`src/rtl/multicycle_ctrl.sv`:
```
// Multi-cycle FETCH/DECODE/EXEC/MEM/WB sequencing controller for the CPU datapath.
// Optional macro MUL_STALL_EN: MUL holds EXEC for MUL_CYCLES cycles and drives mul_busy.
module multicycle_ctrl #(
  parameter int MUL_CYCLES = 4
) (
  input  logic       clk,
  input  logic       rst,
  input  logic [4:0] op,
  input  logic       zero,
  input  logic       imem_ack,
  input  logic       dmem_ack,
  output logic       imem_req,
  output logic       ir_load,
  output logic       dmem_req,
  output logic       mem_read,
  output logic       mem_write,
  output logic       byte_en,
  output logic       mem_reg,
  output logic       alu_src,
  output logic [3:0] alu_ctrl,
  output logic       reg_write,
  output logic [2:0] pc_sel,
  output logic       pc_write,
  output logic       illegal,
  output logic       mul_busy,
  output logic [2:0] state
);

  typedef enum logic [2:0] {
    S_FETCH  = 3'd0,
    S_DECODE = 3'd1,
    S_EXEC   = 3'd2,
    S_MEM    = 3'd3,
    S_WB     = 3'd4,
    S_TRAP   = 3'd5
  } state_t;

  localparam logic [4:0] OP_MUL  = 5'd2;
  localparam logic [4:0] OP_OR   = 5'd4;
  localparam logic [4:0] OP_LBD  = 5'd10;
  localparam logic [4:0] OP_LDW  = 5'd11;
  localparam logic [4:0] OP_STB  = 5'd12;
  localparam logic [4:0] OP_STW  = 5'd13;
  localparam logic [4:0] OP_MOV  = 5'd14;
  localparam logic [4:0] OP_BEQ  = 5'd30;
  localparam logic [4:0] OP_JUMP = 5'd31;

  if (MUL_CYCLES < 1 || MUL_CYCLES > 15) begin : g_bad_mul_cycles
    $error("MUL_CYCLES must be in 1..15");
  end

  state_t     state_q, state_d;
  logic [4:0] op_q, op_d;
  logic       illegal_q, illegal_d;
`ifdef MUL_STALL_EN
  localparam logic [3:0] MUL_LAST = 4'(MUL_CYCLES - 1);
  logic [3:0] mul_cnt_q, mul_cnt_d;
`endif

  function automatic logic op_legal(input logic [4:0] o);
    case (o)
      5'd0, 5'd1, 5'd2, 5'd3, 5'd4,
      OP_LBD, OP_LDW, OP_STB, OP_STW, OP_MOV,
      OP_BEQ, OP_JUMP: op_legal = 1'b1;
      default:         op_legal = 1'b0;
    endcase
  endfunction

  logic is_rtype, is_load, is_store, is_mov, is_beq;
  logic ex_alu_src;
  logic [3:0] ex_alu_ctrl;

  always_comb begin
    is_rtype    = (op_q <= OP_OR);
    is_load     = (op_q == OP_LBD) || (op_q == OP_LDW);
    is_store    = (op_q == OP_STB) || (op_q == OP_STW);
    is_mov      = (op_q == OP_MOV);
    is_beq      = (op_q == OP_BEQ);
    ex_alu_src  = is_load || is_store || is_mov;
    ex_alu_ctrl = '0;
    if (is_rtype)    ex_alu_ctrl = op_q[3:0];
    else if (is_beq) ex_alu_ctrl = 4'd1;
  end

  always_comb begin
    state_d   = state_q;
    op_d      = op_q;
    illegal_d = illegal_q;
`ifdef MUL_STALL_EN
    mul_cnt_d = mul_cnt_q;
`endif
    case (state_q)
      S_FETCH:  if (imem_ack) state_d = S_DECODE;
      S_DECODE: begin
        op_d = op;
        // Flag is set on TRAP entry so it is already high in the first TRAP cycle.
        if (!op_legal(op)) begin
          state_d   = S_TRAP;
          illegal_d = 1'b1;
        end else if (op == OP_JUMP) begin
          state_d = S_FETCH;
        end else begin
          state_d = S_EXEC;
        end
      end
      S_EXEC: begin
        if (is_beq)                    state_d = S_FETCH;
        else if (is_load || is_store)  state_d = S_MEM;
`ifdef MUL_STALL_EN
        else if (op_q == OP_MUL && mul_cnt_q != MUL_LAST) mul_cnt_d = mul_cnt_q + 4'd1;
        else begin
          mul_cnt_d = '0;
          state_d   = S_WB;
        end
`else
        else                           state_d = S_WB;
`endif
      end
      S_MEM:  if (dmem_ack) state_d = is_load ? S_WB : S_FETCH;
      S_WB:   state_d = S_FETCH;
      S_TRAP: illegal_d = 1'b1;
      default: state_d = S_FETCH;
    endcase
  end

  always_ff @(posedge clk) begin
    if (rst) begin
      state_q   <= S_FETCH;
      op_q      <= '0;
      illegal_q <= 1'b0;
`ifdef MUL_STALL_EN
      mul_cnt_q <= '0;
`endif
    end else begin
      state_q   <= state_d;
      op_q      <= op_d;
      illegal_q <= illegal_d;
`ifdef MUL_STALL_EN
      mul_cnt_q <= mul_cnt_d;
`endif
    end
  end

  always_comb begin
    imem_req  = 1'b0;
    ir_load   = 1'b0;
    dmem_req  = 1'b0;
    mem_read  = 1'b0;
    mem_write = 1'b0;
    byte_en   = 1'b0;
    mem_reg   = 1'b0;
    alu_src   = 1'b0;
    alu_ctrl  = '0;
    reg_write = 1'b0;
    pc_sel    = '0;
    pc_write  = 1'b0;
    illegal   = 1'b0;
    mul_busy  = 1'b0;
    state     = '0;
    if (!rst) begin
      illegal = illegal_q;
      state   = state_q;
      case (state_q)
        S_FETCH: begin
          imem_req = 1'b1;
          if (imem_ack) begin
            ir_load  = 1'b1;
            pc_write = 1'b1;
          end
        end
        S_DECODE: begin
          if (op == OP_JUMP) begin
            pc_sel   = 3'd2;
            pc_write = 1'b1;
          end
        end
        S_EXEC: begin
          alu_src  = ex_alu_src;
          alu_ctrl = ex_alu_ctrl;
          if (is_beq) begin
            pc_sel   = 3'd1;
            pc_write = zero;
          end
`ifdef MUL_STALL_EN
          mul_busy = (op_q == OP_MUL) && (mul_cnt_q != MUL_LAST);
`endif
        end
        S_MEM: begin
          dmem_req  = 1'b1;
          mem_read  = is_load;
          mem_write = is_store;
          byte_en   = (op_q == OP_LBD) || (op_q == OP_STB);
        end
        S_WB: begin
          reg_write = 1'b1;
          mem_reg   = is_load;
          alu_src   = ex_alu_src;
          alu_ctrl  = ex_alu_ctrl;
        end
        default: ;
      endcase
    end
  end

endmodule

```
`config.mk`:
```
export PLATFORM = sky130hd
export DESIGN_NAME = multicycle_ctrl
export DESIGN_NICKNAME = d
export VERILOG_FILES = /design/src/rtl/multicycle_ctrl.sv
export SDC_FILE = /design/constraint.sdc
export NUM_CORES = 1
export LEC_CHECK = 0
export CAP_MARGIN = 20
export CORE_MARGIN = 10
export CORE_UTILIZATION = 38
export CTS_CLUSTER_SIZE = 20
export DETAILED_ROUTE_END_ITERATION = 8
export PLACE_DENSITY_LB_ADDON = 0.15
export SETUP_SLACK_MARGIN = 0.2
export SYNTH_ARGS = -nofsm -noshare
export SYNTH_HDL_FRONTEND = slang
export SYNTH_SLANG_ARGS = --single-unit
export TNS_END_PERCENT = 30
```
`constraint.sdc`:
```
create_clock -name clk -period 1.2 [get_ports clk]
set_input_delay 0.18 -clock clk [delete_from_list [all_inputs] [get_ports clk]]
set_output_delay 0.18 -clock clk [all_outputs]
set_load 0.05 [all_outputs]
```
==> key figures, run 1 <==
CTS
  • Post-CTS Hold Buffers: 0
  • Total CTS buffers: 3
  • H-tree Lvls: 1
  • Post-CTS setup repair buffer count: 7
  • # clock sinks: 9
  • Clk root buf: clkbuf_4
  • Resized cells post-CTS: 50
  • Clk buf depth: 2

Synth
  • Post-synth top cells: 15 x nor2_1, 9 x dfxtp_1, 8 x nand2_1, 8 x nor3_1, 6 x buf_4
  • Fraction of registers with async set/reset: 0
  • Cell taking the most area after synthesis: dfxtp_1
  • Most common cell in the synthesized netlist: nor2_1
  • Cells after Synth: 106
  • Post-synth EDFFs: 0
  • Synth top area share: 0.227
  • Sequential area share after synthesis: 0.227
  • Post-Syn Area: 792 um2
  • Post-synthesis sequential element count: 9
  • Post-synth cell types: 43
  • Ys flop type: dfxtp_1
  • Yosys warning total: 0
  • Syn Area/Cell: 7.47 um2
  • Top cells by area, synth: dfxtp_1 23%, nor2_1 7.1%, mux2i_1 6.3%

Floorplanning
  • Die height: 65.7 um
  • # rows: 16
  • Chip width: 65.7 um
  • I/O pin count: 32
  • Initial Util: 0.404

Status
  • Log Error: [ERROR DPL-0033] detailed placement checks failed during check placement.
  • Fail Step: clock tree synthesis (4_1_cts)
  • Run status: aborted with a tool error

Placement
  • Port Buffers: 28
  • Post-DP HPWL: 2670 um
  • RePlAce Congestion: 0.809
-- cell families after synthesis --
kind of cell / Yosys count / synth area share
and+or+nand+nor: 60 / 0.452
other: 1 / 0.00473
buffers and inverters: 10 / 0.0758
AOI/OAI and AO/OA: 21 / 0.177
muxes: 5 / 0.0632
DFF: 9 / 0.227
-- through the flow --
step,cells,setup TNS [ps],setup slack [ps],area [um2],hold WS [ps]
after detailed placement,194,-9250,-521,1680,463
after global placement,194,-8370,-485,1680,462
after floorplan,108,-5940,-590,946,294
==> run 2: changes to the inputs <==
CORE_AREA = 10 10 71 73   (was not set)
CORE_MARGIN = not set   (was 10)
CORE_UTILIZATION = not set   (was 38)
CTS_CLUSTER_SIZE = not set   (was 20)
DIE_AREA = 0 0 81 83   (was not set)
SETUP_SLACK_MARGIN = not set   (was 0.2)
clock period = 1.6 ns   (was 1.2 ns; I/O delays follow)
==> run 2 against run 1 <==
Against the previous run: the flow now finishes, with violations (negative setup slack); synthesized cell count is the same; synthesized area is the same.
==> key figures, run 2 <==
Synth
  • Syn Area/Cell: 7.47 um2 (unchanged)
  • Top cells by area, synth: dfxtp_1 23%, nor2_1 7.1%, mux2i_1 6.3%
  • Post-synth cell types: 43 (unchanged)
  • Main combinational cell family by area after synthesis: simple AND/OR/NAND/NOR gates
  • Post-synthesis sequential element count: 9 (unchanged)
  • Ys flop type: dfxtp_1
  • Most common cell in the synthesized netlist: nor2_1
  • Fraction of registers with async set/reset: 0 (unchanged)
  • Synth Area in Compound Gates: 0.177 (unchanged)
  • Synth top area share: 0.227 (unchanged)
  • Post-synthesis adder-cell area fraction: 0 (unchanged)
  • Post-synthesis xor/xnor area fraction: 0 (unchanged)
  • Post-synth top cells: 15 x nor2_1, 9 x dfxtp_1, 8 x nand2_1, 8 x nor3_1, 6 x buf_4
  • Mux share of post-synthesis cell area: 0.0632 (unchanged)
  • Cells after Synth: 106 (unchanged)
  • Post-Syn Area: 792 um2 (unchanged)
  • Yosys warning total: 0 (unchanged)
  • Simple-gate share of the synthesized area: 0.452 (unchanged)
  • Cell taking the most area after synthesis: dfxtp_1
  • Post-synth EDFFs: 0 (unchanged)
  • Sequential area share after synthesis: 0.227 (unchanged)

CTS
  • Clk_lat worst skew: 240 ps
  • Clk root buf: clkbuf_8
  • Clk buf depth: 2 (unchanged)
  • Clock-pin slew on the worst setup and hold paths: 50 ps
  • H-tree Lvls: 1 (unchanged)
  • # clock sinks: 9 (unchanged)
  • CTS tree: yes
  • Total CTS buffers: 3 (unchanged)

Final layout
  • Area Growth Syn to Fin: 134%
  • Most frequent cells in the layout: 28 x buf_4, 20 x buf_12, 9 x nor2_1
  • Most common cell after layout, fill and taps aside: buf_4
  • Filler instances: 357
  • Layout cells sized above 1: 0.609
  • Antenna diodes: 0
  • Final #Nets: 180
  • Leading registers by flop count: op_q: 5 flops, state_q: 3 flops, illegal_q: 1 flops
  • Register name with the most flops: op_q
  • Non-filler cells, final: 217
  • Max reg flops: 5

Critical path
  • Critical path cell sequence: buf_6 -> or4b_4 -> a21oi_4 -> buf_12
  • Crit path max-delay family: simple AND/OR/NAND/NOR gates
  • Worst-path fanout max: 5
  • Buf/Inv on CP: 2
  • Critical path class: register to output port
  • Max incr delay on CP: 540 ps
  • CP Depth: 4
  • Worst EP arrival: 1540 ps
  • Crit end category: output port
  • Worst-case reg-to-reg path depth: 7
  • Data required, critical path: 1360 ps
  • Startpoint types: register
  • CP max-delay cell: or4b_4

Placement
  • Port Buffers: 28 (unchanged)
  • Post-DP HPWL: 2420 um (-9.4%)
  • Placed cells: 210 (+8.2%)
  • RePlAce Congestion: 0.802 (-0.91%)

Detailed routing
  • Final antenna-violating net count: 0
  • DRC violations left: 0
  • Routed wire per std cell: 13.7 um
  • Initial DRT Pass Iterations: 4
  • Drt via density: 4.55
  • 1st-iter DRT viols: 20
  • Vias: 987
  • Final WL: 2980 um

Global route
  • GR Overflow Total: 0
  • Number of global-route vias before repair: 1020
  • Initial antenna violation count: 0
  • Largest net degree at the start of global routing: 14
  • First-pass GRT wire length: 4860 um
  • Gr usage total: 0.0891

STA
  • Setup_tns: -954 ps
  • Period minus WS final: 1780 ps
  • Worst Skew: 0.894 ps
  • Max Freq: 561 MHz
  • Hold Fails Final Rpt: 0
  • Setup ws final: -182 ps
  • Period Utilization, post-route: 1.11
  • RSZ-0062 raised after global routing: true
  • Max Slew Vio Count: 0
  • # setup viols final: 11

Floorplanning
  • Chip width: 81 um (+23%)
  • Initial Util: 0.218 (-0.186)
  • Core area: 0.00363 mm2
  • Die Area: 0.00672 mm2
  • # rows: 22 (+6)
  • Die height: 83 um (+26%)
  • I/O pin count: 32 (unchanged)

Job
  • Max_cap viols: 0

Power
  • VDD IR max: 278 uV
  • Overall power: 1.15 mW
  • Leak pwr: 0.731 nW
  • P per Cell Area: 622 mW/mm2

Status
  • Run status: complete, but fails checks
  • Violated checks: negative setup slack

Hold path
  • Worst Hold Depth: 4
  • Hold Path Class: primary input to register
==> run 2: timing repair <==
action,CTS,global route
buffers inserted,3,0
endpoints found under the hold margin,0,0
hold buffers,0,0
pin swaps,11,5
resized for setup,30,12
endpoints found under the setup margin,16,17
==> run 2: worst reg2reg max path, cell delays in order (launching register included) <==
cell and delay, ps:
dfxtp_4 360, buf_4 150, nand2b_4 150, nor2_4 110
buf_4 180, o31a_1 210, nor3_1 70, o21ai_1 120
==> run 2: kinds of logic (layout without fill, tap and decap cells) <==
logic type	after synthesis	after routing
multiplexers	5	5
buffers and inverters	10	71
AND/OR/NAND/NOR	60	60
AO/OA/AOI/OAI	21	21
other	1	3
flip-flops	9	9
==> run 2: metal layers <==
| layer | wire, um | vias to the layer above | global-route usage |
|---|---|---|---|
| li1 | - | 497 | - |
| met1 | 1160 | 454 | 0.0971 |
| met2 | 1590 | 31 | 0.154 |
| met3 | 164 | 5 | 0.0151 |
| met4 | 61 | 0 | 0.0516 |
| met5 | 0 | - | 0 |
==> run 2: report_power, final <==
group	internal, mW	switching (mW)	leakage, nW	total [mW]
Combinational	0.305	0.297	0.630	0.602
Clock	0.174	0.0993	0.0228	0.274
Sequential	0.252	0.0243	0.0776	0.277
==> run 2: final cells by class <==
| cell class | count | area, um2 | area share |
|---|---|---|---|
| Sequential cell | 9 | 195 | 0.105 |
| Inverter | 3 | 15.0 | 0.00810 |
| Tap cell | 48 | 60.1 | 0.0324 |
| Multi-Input combinational cell | 89 | 753 | 0.406 |
| Clock buffer | 4 | 45.0 | 0.0243 |
| Timing Repair Buffer | 64 | 785 | 0.423 |
==> run 2: path summary, 6_finish.rpt <==
kind,startpoint,end,slack [ps]
worst min-delay path,op[0],op_q[0],460
worst max register to register,state_q[1],state_q[0],180
worst max-delay path,op_q[2],alu_ctrl[0],-180
worst min register to register,illegal_q,illegal_q,510
==> run 2: per-stage QoR <==
| stage | setup WS, ps | utilization | area (um2) | hold WS, ps |
|---|---|---|---|---|
| 2_1_floorplan | -251 | - | 918 | 354 |
| 3_3_place_gp | -284 | 0.451 | 1640 | 456 |
| 3_5_place_dp | -310 | 0.451 | 1640 | 481 |
| 4_1_cts | -195 | 0.496 | 1800 | 499 |
| 5_1_grt | -208 | 0.510 | 1850 | 524 |
| 6_report | -182 | 0.510 | 1850 | 463 |
Note: power is estimated with default switching activity, not from simulation.
==> run 3: changes to the inputs <==
==> constraint.sdc (replaced) <==
create_clock -name clk -period 1.6 [get_ports clk]
set_input_delay 0.24 -clock clk [delete_from_list [all_inputs] [get_ports clk]]
set_output_delay 0.24 -clock clk [all_outputs]
set_load 0.005 [all_outputs]
==> run 3 against run 2 <==
Against the previous run: the flow still finishes with violations (negative setup slack); clock power is essentially flat; flip-flop and latch count unchanged; clock skew increased by 5.4 ps; sequential share of layout area up 1.5 points; maximum frequency rose by 3.4%; largest cell class is now multi-input gates; largest power group unchanged.
==> key figures, run 3 (same netlist as run 2, synthesis figures left out) <==
Power
  • Psw: 0.329 mW (-22%)
  • Clock power share: 0.268 (+0.030)
  • P per Cell Area: 640 mW/mm2 (+2.9%)
  • Part of the power in registers: 0.269 (+0.029)
  • Overall power: 1.03 mW (-11%)
  • Pint: 0.699 mW (-4.5%)
  • Leak pwr: 0.750 nW (+2.6%)
  • Logic gate share of total power: 0.463 (-0.059)
  • VDD IR max: 497 uV (+79%)
  • Sw Ratio: 0.320 (-0.0444)

Critical path
  • RR Startpoint: op_q[1]
  • Most used cell, CP: nand2_2
  • Worst-case reg-to-reg path depth: 8 (+1)
  • Critical path class: register to output port
  • Worst-path fanout max: 4 (-1)
  • Reg2reg end: state_q[1]
  • Worst EP arrival: 1480 ps (-60 ps)
  • Max incr delay on CP: 400 ps (-140 ps)
  • Startpoint types: register
  • Crit end category: output port
  • Critical path cell sequence: nand2_2 -> or3_4 -> nor2_4 -> nand2_2 -> a31oi_2 -> buf_2
  • Data required, critical path: 1360 ps (about the same)
  • R2R setup slack: 80 ps (-100 ps)
  • CP max-delay cell: or3_4

Final layout
  • Most common cell after layout, fill and taps aside: buf_4
  • Filler instances: 393 (+10%)
  • Max reg flops: 5 (unchanged)
  • Non-filler cells, final: 226 (+4.1%)
  • Antenna diodes: 0 (unchanged)
  • Area Growth Syn to Fin: 103%
  • Most frequent cells in the layout: 35 x buf_4, 12 x buf_6, 11 x nor2_1, 11 x buf_2
  • Layout cells sized above 1: 0.584 (-0.0252)
  • Leading registers by flop count: op_q: 5 flops, state_q: 3 flops, illegal_q: 1 flops
  • Final #Nets: 189 (+5.0%)
  • Register name with the most flops: op_q
  • Post-layout util: 0.442 (-0.0675)

CTS
  • Clk_lat worst skew: 240 ps (about the same)
  • Post-CTS Hold Buffers: 0 (unchanged)
  • CTS tree: yes
  • Clock-pin slew on the worst setup and hold paths: 50 ps (about the same)
  • H-tree Lvls: 1 (unchanged)
  • Clk root buf: clkbuf_8
  • Clk buf depth: 2 (unchanged)
  • # clock sinks: 9 (unchanged)
  • Total CTS buffers: 3 (unchanged)

STA
  • Setup ws final: -123 ps (+58.5 ps)
  • Hold Fails Final Rpt: 0 (unchanged)
  • Final Hold Slack: 421 ps (-41.9 ps)
  • RSZ-0062 raised after global routing: true
  • # setup viols final: 9 (-2)
  • Max Freq: 580 MHz (+3.4%)
  • Max Slew Vio Count: 0 (unchanged)
  • Worst Skew: 6.26 ps (+5.36 ps)
  • Period Utilization, post-route: 1.08 (-0.0366)
  • Period minus WS final: 1720 ps (-58.5 ps)

Status
  • Violated checks: negative setup slack
  • Run status: complete, but fails checks

Global route
  • Initial antenna violation count: 0 (unchanged)
  • Largest net degree at the start of global routing: 8 (-6)
  • First-pass GRT wire length: 5060 um (+4.1%)
  • Number of global-route vias before repair: 1065 (+4.4%)
  • GR Overflow Total: 0 (unchanged)
  • Gr usage total: 0.0904 (+0.00126)

Detailed routing
  • 1st-iter DRT viols: 52 (+160%)
  • Initial DRT Pass Iterations: 4 (unchanged)
  • Routed wire per std cell: 13.5 um (-1.5%)
  • DRC violations left: 0 (unchanged)
  • Vias: 1025 (+3.9%)
  • Final WL: 3050 um (+2.6%)
  • Drt via density: 4.54 (-0.29%)
  • Final antenna-violating net count: 0 (unchanged)

Floorplanning
  • I/O pin count: 32 (unchanged)
  • Die height: 83 um (unchanged)
  • # rows: 22 (unchanged)
  • Core area: 0.00363 mm2 (unchanged)
  • Die Area: 0.00672 mm2 (unchanged)
  • Initial Util: 0.218 (unchanged)
  • Chip width: 81 um (unchanged)

Placement
  • Placed cells: 217 (+3.3%)
  • RePlAce Congestion: 0.779 (-2.8%)
  • Post-DP HPWL: 2340 um (-3.2%)
  • Port Buffers: 28 (unchanged)

Job
  • Max_cap viols: 0 (unchanged)

Hold path
  • Hold Path Class: primary input to register
  • Worst Hold Depth: 4 (unchanged)
  • Hold path startpoint: op[0]
  • Hold EP: op_q[0]
run 3: cell count changes in the layout (fill, tap and decap cells not counted), moves of 2 or more:
cell,delta
buf_12,-20
nor2_1,+2
dlygate4sd2_1,+5
nor2_2,+2
buf_4,+7
nor3_4,-2
buf_6,+5
buf_2,+11
nand2_2,+2
nor2_4,-4
dlymetal6s2s_1,+2
run 3: layer usage:
metal	share of wire	GRT usage	vias up
li1	-	-	514
met1	0.42	0.101	490
met2	0.53	0.161	19
met3	0.039	0.0291	2
met4	0.0043	0.0141	0
met5	0	0	-
run 3: cell type report:
cell class,instances,area [um2],area share
sequential,9,194,0.121
inverter,3,11.3,0.00700
multi-input combinational,89,689,0.429
timing repair buffer,73,608,0.378
tap,48,60.1,0.0374
clock buffer,4,45.0,0.0280
run 3: worst max-delay path by stage:
stage / cells after the start / end / startpoint / slack (ps)
6_report: 6 / pc_write / op_q[1] / -120
5_1_grt: 6 / pc_write / op_q[2] / -210
4_1_cts: 6 / pc_write / op_q[3] / -150
3_5_place_dp: 6 / alu_ctrl[2] / rst / -630
3_3_place_gp: 6 / alu_ctrl[2] / rst / -600
2_1_floorplan: 5 / alu_ctrl[2] / state_q[2] / 160
run 3: through the flow:
step	setup slack [ps]	TNS, ps	instance area [um2]
6_report	-123	-462	1610
5_1_grt	-209	-1130	1610
4_1_cts	-154	-596	1530
3_5_place_dp	-634	-8100	1390
3_3_place_gp	-599	-7550	1390
2_1_floorplan	161	0	800
run 3: critical path, delay by kind of cell, from the launching register on:
family,cells,cell delay (ps)
AND/OR/NAND/NOR,4,660
buffers and inverters,1,140
flip-flops,1,330
AO/OA/AOI/OAI,1,130
run 3: timing repair:
item | CTS | global route
resized for setup | 86 | 27
pin swaps | 11 | 16
setup buffers | 3 | 2
endpoints found under the setup margin | 20 | 18
run 3: power groups by stage:
| stage | combinational (mW) | clock [mW] | sequential [mW] |
|---|---|---|---|
| 6_report | 0.476 | 0.276 | 0.277 |
| 5_1_grt | 0.517 | 0.300 | 0.280 |
| 4_1_cts | 0.443 | 0.279 | 0.275 |
| 3_5_place_dp | 0.402 | 0 | 0.275 |
| 3_3_place_gp | 0.402 | 0 | 0.275 |
| 2_1_floorplan | 0.191 | 0 | 0.275 |
